[config.mk]
export PLATFORM = sky130hd
export DESIGN_NAME = apb_modport
export DESIGN_NICKNAME = d
export VERILOG_FILES = /design/src/rtl/apb_modport.sv
export SDC_FILE = /design/constraint.sdc
export NUM_CORES = 2
export LEC_CHECK = 0
export CAP_MARGIN = 5
export CORE_UTILIZATION = 60
export DETAILED_ROUTE_END_ITERATION = 10
export HOLD_SLACK_MARGIN = 0.03
export PLACE_DENSITY_LB_ADDON = 0.05
export SYNTH_ARGS = -nofsm -noshare
export SYNTH_HDL_FRONTEND = slang
export SYNTH_SLANG_ARGS = --single-unit
[constraint.sdc]
create_clock -name pclk -period 20.5 [get_ports pclk]
set_clock_uncertainty 0.05 [all_clocks]
set_input_delay 6.15 -clock pclk [delete_from_list [all_inputs] [get_ports pclk]]
set_output_delay 6.15 -clock pclk [all_outputs]
set_load 0.1 [all_outputs]
[src/rtl/apb_modport.sv]
// apb_modport: APB master bridge plus two APB slave memories, routed by the address MSB.
// Define APB_WAIT_STATE_EN to make each slave insert one wait state per transfer.
module apb_modport #(
  parameter int AW = 9,
  parameter int DW = 8
) (
  input  logic          pclk,
  input  logic          presetn,
  input  logic          transfer,
  input  logic          READ_WRITE,
  input  logic [AW-1:0] apb_write_paddr,
  input  logic [DW-1:0] apb_write_data,
  input  logic [AW-1:0] apb_read_paddr,
  output logic [DW-1:0] apb_read_data_out
);
  typedef enum logic [1:0] {IDLE, SETUP, ACCESS} state_t;
  state_t state, next;
  logic [AW-1:0] paddr;
  logic [DW-1:0] pwdata;
  logic pwrite, psel1, psel2, penable, pready;
  logic [1:0] sel, ready;
  logic [DW-1:0] prdata [2];
  always_ff @(posedge pclk or negedge presetn)
    if (!presetn) state <= IDLE;
    else state <= next;
  always_comb begin
    next = state;
    case (state)
      IDLE:    next = transfer ? SETUP : IDLE;
      SETUP:   next = ACCESS;
      ACCESS:  next = !pready ? ACCESS : transfer ? SETUP : IDLE;
      default: next = IDLE;
    endcase
  end
  // Request is captured only when entering SETUP, so inputs may change freely mid-transfer.
  always_ff @(posedge pclk or negedge presetn)
    if (!presetn) begin
      pwrite <= 1'b0;
      paddr  <= '0;
      pwdata <= '0;
    end else if (next == SETUP) begin
      pwrite <= ~READ_WRITE;
      paddr  <= READ_WRITE ? apb_read_paddr : apb_write_paddr;
      pwdata <= apb_write_data;
    end
  assign psel1   = (state != IDLE) & ~paddr[AW-1];
  assign psel2   = (state != IDLE) & paddr[AW-1];
  assign penable = state == ACCESS;
  assign sel     = {psel2, psel1};
  for (genvar s = 0; s < 2; s++) begin : g_slave
    logic [DW-1:0] mem [2**(AW-1)];
`ifdef APB_WAIT_STATE_EN
    logic waited;
    always_ff @(posedge pclk or negedge presetn)
      if (!presetn) waited <= 1'b0;
      else waited <= sel[s] & penable & ~waited;
    assign ready[s] = sel[s] & waited;
`else
    assign ready[s] = sel[s];
`endif
    always_ff @(posedge pclk)
      if (sel[s] & penable & ready[s] & pwrite) mem[paddr[AW-2:0]] <= pwdata;
    assign prdata[s] = sel[s] ? mem[paddr[AW-2:0]] : '0;
  end
  assign pready = |ready;
  // Unselected slave drives zero, so OR-ing picks the selected one.
  always_ff @(posedge pclk or negedge presetn)
    if (!presetn) apb_read_data_out <= '0;
    else if (penable & pready & ~pwrite) apb_read_data_out <= prdata[0] | prdata[1];
endmodule

; ---- Word level (Yosys, flattened, before mapping)
; Memories as Yosys holds them, arrays and structs flattened.
; Index checks and enable logic that the tools add are counted.
[classes]
n_bitwise = 14
eq_ne = 3
muxes = 10
reduce_logical = 3
[op_table]
columns = op, count
row1 = two-way mux 8 bit, 2
row2 = bitwise AND 1 bit, 10
row3 = two-way mux 9 bit, 1
row4 = OR 8 bit, 1
row5 = case mux 2 bit (3 select lines), 1
row6 = two-way mux 1 bit, 5
row7 = == test 2 x 1 -> 1 bit (second input constant), 2
row8 = inverter 1 bit, 3
row9 = == test 2 bit (second input constant), 1
row10 = logical NOT 2 bit, 1
row11 = two-way mux 2 bit, 1
row12 = nonzero test 2 bit, 1
row13 = OR reduction 2 bit, 1
[totals]
n_memories = 2
ramBits = 4096
reg_bits = 28
inputBits = 30
[memory_table]
columns = name, words, width, rd, rd_clocked_by_memory_dff, wr, line
row1 = g_slave[0].mem, 256, 8, 1, 0, 1, 51  ; logic [DW-1:0] mem [2**(AW-1)];
row2 = g_slave[1].mem, 256, 8, 1, 0, 1, 51

; ---- Depth between registers and ports, before layout
[depth]
depth_word = 7
depth_mapped = 13
depth_no_buf = 7

; ---- Least setup slack after synthesis
; No wires, ideal clock.
[synth_path]
path_kind = register to register
start = reg pwdata[0]
end = mem g_slave[0].mem[0][0] (data pin)
path_slack_ns = 12.986
path_stages_with_launch = 1
synth_period_minus_slack_ns = 7.514
arrival_time_ns = 6.061
cell_sequence = dfrtp_1
[synth_rtl]
columns = element, line
row1 = "start, declared", 19  ; logic [DW-1:0] pwdata;
row2 = "start signal, assigned", 44  ; pwdata <= apb_write_data;
row3 = "end, declared", 51
; Straight into the memory's write port.

; ---- Final worst setup path
[layout_path]
start = reg apb_read_data_out[6]
end = out apb_read_data_out[6]
[layout_rtl]
columns = element, line
row1 = "start, declared", 14  ; output logic [DW-1:0] apb_read_data_out
row2 = "start signal, assigned", 69  ; else if (penable & pready & ~pwrite) apb_read_data_out <= prdata[0] | prdata[1];
; No word-level cell between the ends.

==> metrics.yaml <==
timing:
  maxSlewViolCount: 0
  hold_viol: 0
  tightest_slew_ns: 1.413
  layout_min_cycle_time_ns: 7.996
  slew_headroom_pct: 5.234
  setup_tns_ns: 0
  timing.final.crit_share_pct: 39.01
  report.final.setup_viol: 0
  rsz0062_at_grt: "false"
  timing.final.ws_setup_ns: 12.50
  fmax_mhz: 125.1
detailed_routing:
  dr.pass1.iters: 6
  wl_um: 400500
  antenna_left: 0
  first_iter_violations: 10300
  drcViolationCount: 0
  vias_per_cell: 6.828
  wl_per_cell_um: 35.77
  num_vias: 76450
cells_and_area:
  post-route-util_pct: 66.97
  area_growth_syn_to_layout_pct: 10.97
  n_fill_cell: 16730
  regArea_um2: 123700
  fin_cells: 11200
  drive_gt1_share_pct: 25.16
  nets: 7361
  multi_input_area_um2: 32520
critical_path:
  rr_startpoint: "paddr[0]"
  crit_buf_inv: 1
  worstSetupStartpointType: "flip-flop"
  cpLargestDelayFamily: "flip-flops"
  cpMaxStageDelayCell: "dfrtp_1"
  regToRegSetupSlack_ns: 13.19
  crit_path_end_kind: "output pin"
  path_class: "reg2out"
  r2r-end: "apb_read_data_out[0]"
  cp_max_fo: 2
  worstPathRequired_ns: 14.30
  crit_chain: "buf_4"
  cp.arrival_ns: 1.80
  slowest_delay_ns: 0.45
  r2r_cells: 10
clocking:
  cts_tree: "built"
  cts_made_buffers: 409
  post_cts_resized: 0
  worstSkewPairLatency_ns: 0.94
  ctsLongestPathBuffers: 4
  cts-root-buf: "clkbuf_16"
  postCtsSetupBuffers: 0
  clkSlewWorstSetupHoldPaths_ns: 0.07
  htree_levels: 5
  cts.sinks: 4124
  holdBufCountCts: 0
synthesis:
  synth_cell_types: 60
  seq_area_frac_synth_pct: 78.08
  ys.flop_type: "edfxtp_1"
  async_flop_share_pct: 0.6790
  synth-seq-cells: 4124
  syn_nets: 7168
  synth_edf_count: 4096
  netlist_area_um2: 158400
  avgSynthCellArea_um2: 22.20
  syn_inst: 7138
  ys_warn_count: 0
grt:
  grt_pass1_wl_um: 571400
  grt_usage_pct: 30.57
  grt_max_degree: 202
  antenna_found_initial: 23
  grt_pass1_vias: 76160
  overflow: 0
worst_hold_path:
  min-delay-start: "state[1]"
  hold_path.class: "reg2reg"
  whs_path_depth: 1
  hold_end: "state[1]"
placement:
  dp_slack_ns: 12.89
  dp.cells: 10440
  dp_hpwl_um: 234000
  place_congestion: 0.8210
  portBuffers: 37
power:
  vdd_drop_max_uv: 105.9
  powerDensity_nw_per_um2: 109.7
  p_leak_nw: 53.26
die:
  initial_core_util_pct: 60.35
  rows: 188
  coreArea_um2: 262500
  die_h_um: 515.9
  dieWidth_um: 515.9
  io_pins: 38
  dieArea_um2: 266100
run_status:
  outcome: "complete, no violations"
job:
  maxCapViolCount: 0
[synthesized netlist by cell type, drive strengths merged (6+ instances only)]
cell / count / area (um^2)
nor2b: 30 / 187.7
a32oi: 6 / 52.55
edfxtp: 4096 / 123000
nor3: 23 / 115.1
mux2: 45 / 506.7
or4: 15 / 112.6
mux2i: 63 / 630.6
nand4: 13 / 81.33
nor2: 578 / 2170
o22a: 15 / 131.4
a31oi: 6 / 37.54
nand3: 10 / 50.05
nor4: 36 / 225.2
a21oi: 53 / 265.3
mux4: 1068 / 24050
buf: 222 / 1448
nand2: 104 / 390.4
o22ai: 244 / 1526
clkbuf: 225 / 844.6
a22oi: 72 / 540.5
o21ai: 33 / 165.2
o211ai: 12 / 90.09
nand2b: 11 / 68.82
dfrtp: 28 / 700.7
and2: 6 / 37.54
or3b: 8 / 70.06
a2111oi: 13 / 126.4
a211oi: 33 / 247.7
a221oi: 10 / 87.58
[power by group]
part | internal [W] | switching [W] | total, W
combinational | 0.000754 | 0.00146 | 0.00222
clock | 0.00428 | 0.00314 | 0.00742
sequential | 0.00956 | 0.0000876 | 0.00965
total | 0.0146 | 0.00469 | 0.0193
[worst max path at each step]
| stage | slack (ns) | end | startpoint | cells past startpoint |
|---|---|---|---|---|
| 2_1_floorplan | 12.99 | g_slave[0].mem[0][0] | pwdata[0] | 0 |
| 3_3_place_gp | 12.63 | apb_read_data_out[6] | paddr[0] | 11 |
| 3_5_place_dp | 12.89 | pwdata[1] | transfer | 4 |
| 4_1_cts | 12.46 | apb_read_data_out[5] | apb_read_data_out[5] | 1 |
| 5_1_grt | 12.47 | apb_read_data_out[5] | apb_read_data_out[5] | 1 |
| 6_report | 12.50 | apb_read_data_out[6] | apb_read_data_out[6] | 1 |
[flip-flops by register name, indices dropped and copies added, names as in the netlist]
register           count
pwdata                 8
pwrite                 1
paddr                  9
apb_read_data_out      8
state                  2
g_slave.mem         4096
[routing by layer]
layer / up-vias / wire [um] / global-route usage, % / part of all wire (%)
li1: 30640 / - / - / -
met1: 41070 / 155700 / 44.80 / 39
met2: 4057 / 192700 / 47.76 / 48
met3: 676 / 38110 / 5.185 / 9.5
met4: 10 / 13990 / 9.819 / 3.5
met5: - / 63 / 0 / 0.016
[cell usage in the layout, fill, tap and decap left out, types with 35 or more instances in the layout]
cell | netlist | routed
nand2_1 | 104 | 91
clkinv_1 | 1 | 105
o22ai_1 | 244 | 244
mux2i_1 | 63 | 63
a21oi_1 | 53 | 53
bufinv_16 | 0 | 46
clkbuf_16 | 0 | 413
clkinv_2 | 0 | 75
edfxtp_1 | 4096 | 4096
a22oi_1 | 72 | 72
nor4_1 | 36 | 35
mux2_2 | 45 | 45
clkbuf_1 | 225 | 79
buf_4 | 60 | 189
nor2_1 | 578 | 577
mux4_2 | 1068 | 1068
[cell families after synthesis]
kind of cell           synth area share [%]
flip-flops                            78.08
multiplexers                          15.90
AND/OR/NAND/NOR                       2.341
AO/OA/AOI/OAI                         2.228
buffers and inverters                 1.454
[area by class of cell]
cell class,count,share of cell area [%]
Clock buffer,494,6.063
Tap cell,3515,2.502
Sequential cell,4124,70.39
Clock inverter,260,1.433
Multi-Input combinational cell,2564,18.50
Antenna cell,8,0.01139
Timing Repair Buffer,229,1.095
Inverter,3,0.006405
[stage by stage]
| stage | instance area (um^2) | power [W] | hold slack, ns |
|---|---|---|---|
| floorplan | 158400 | 0.01135 | 0.3931 |
| global placement | 162600 | 0.01201 | 0.4157 |
| detailed placement | 162600 | 0.01205 | 0.4382 |
| CTS | 175800 | 0.01936 | 0.4475 |
| global route | 175800 | 0.01976 | 0.4934 |
| finish | 175800 | 0.01929 | 0.4554 |
Power figures use the tool's default switching activity.
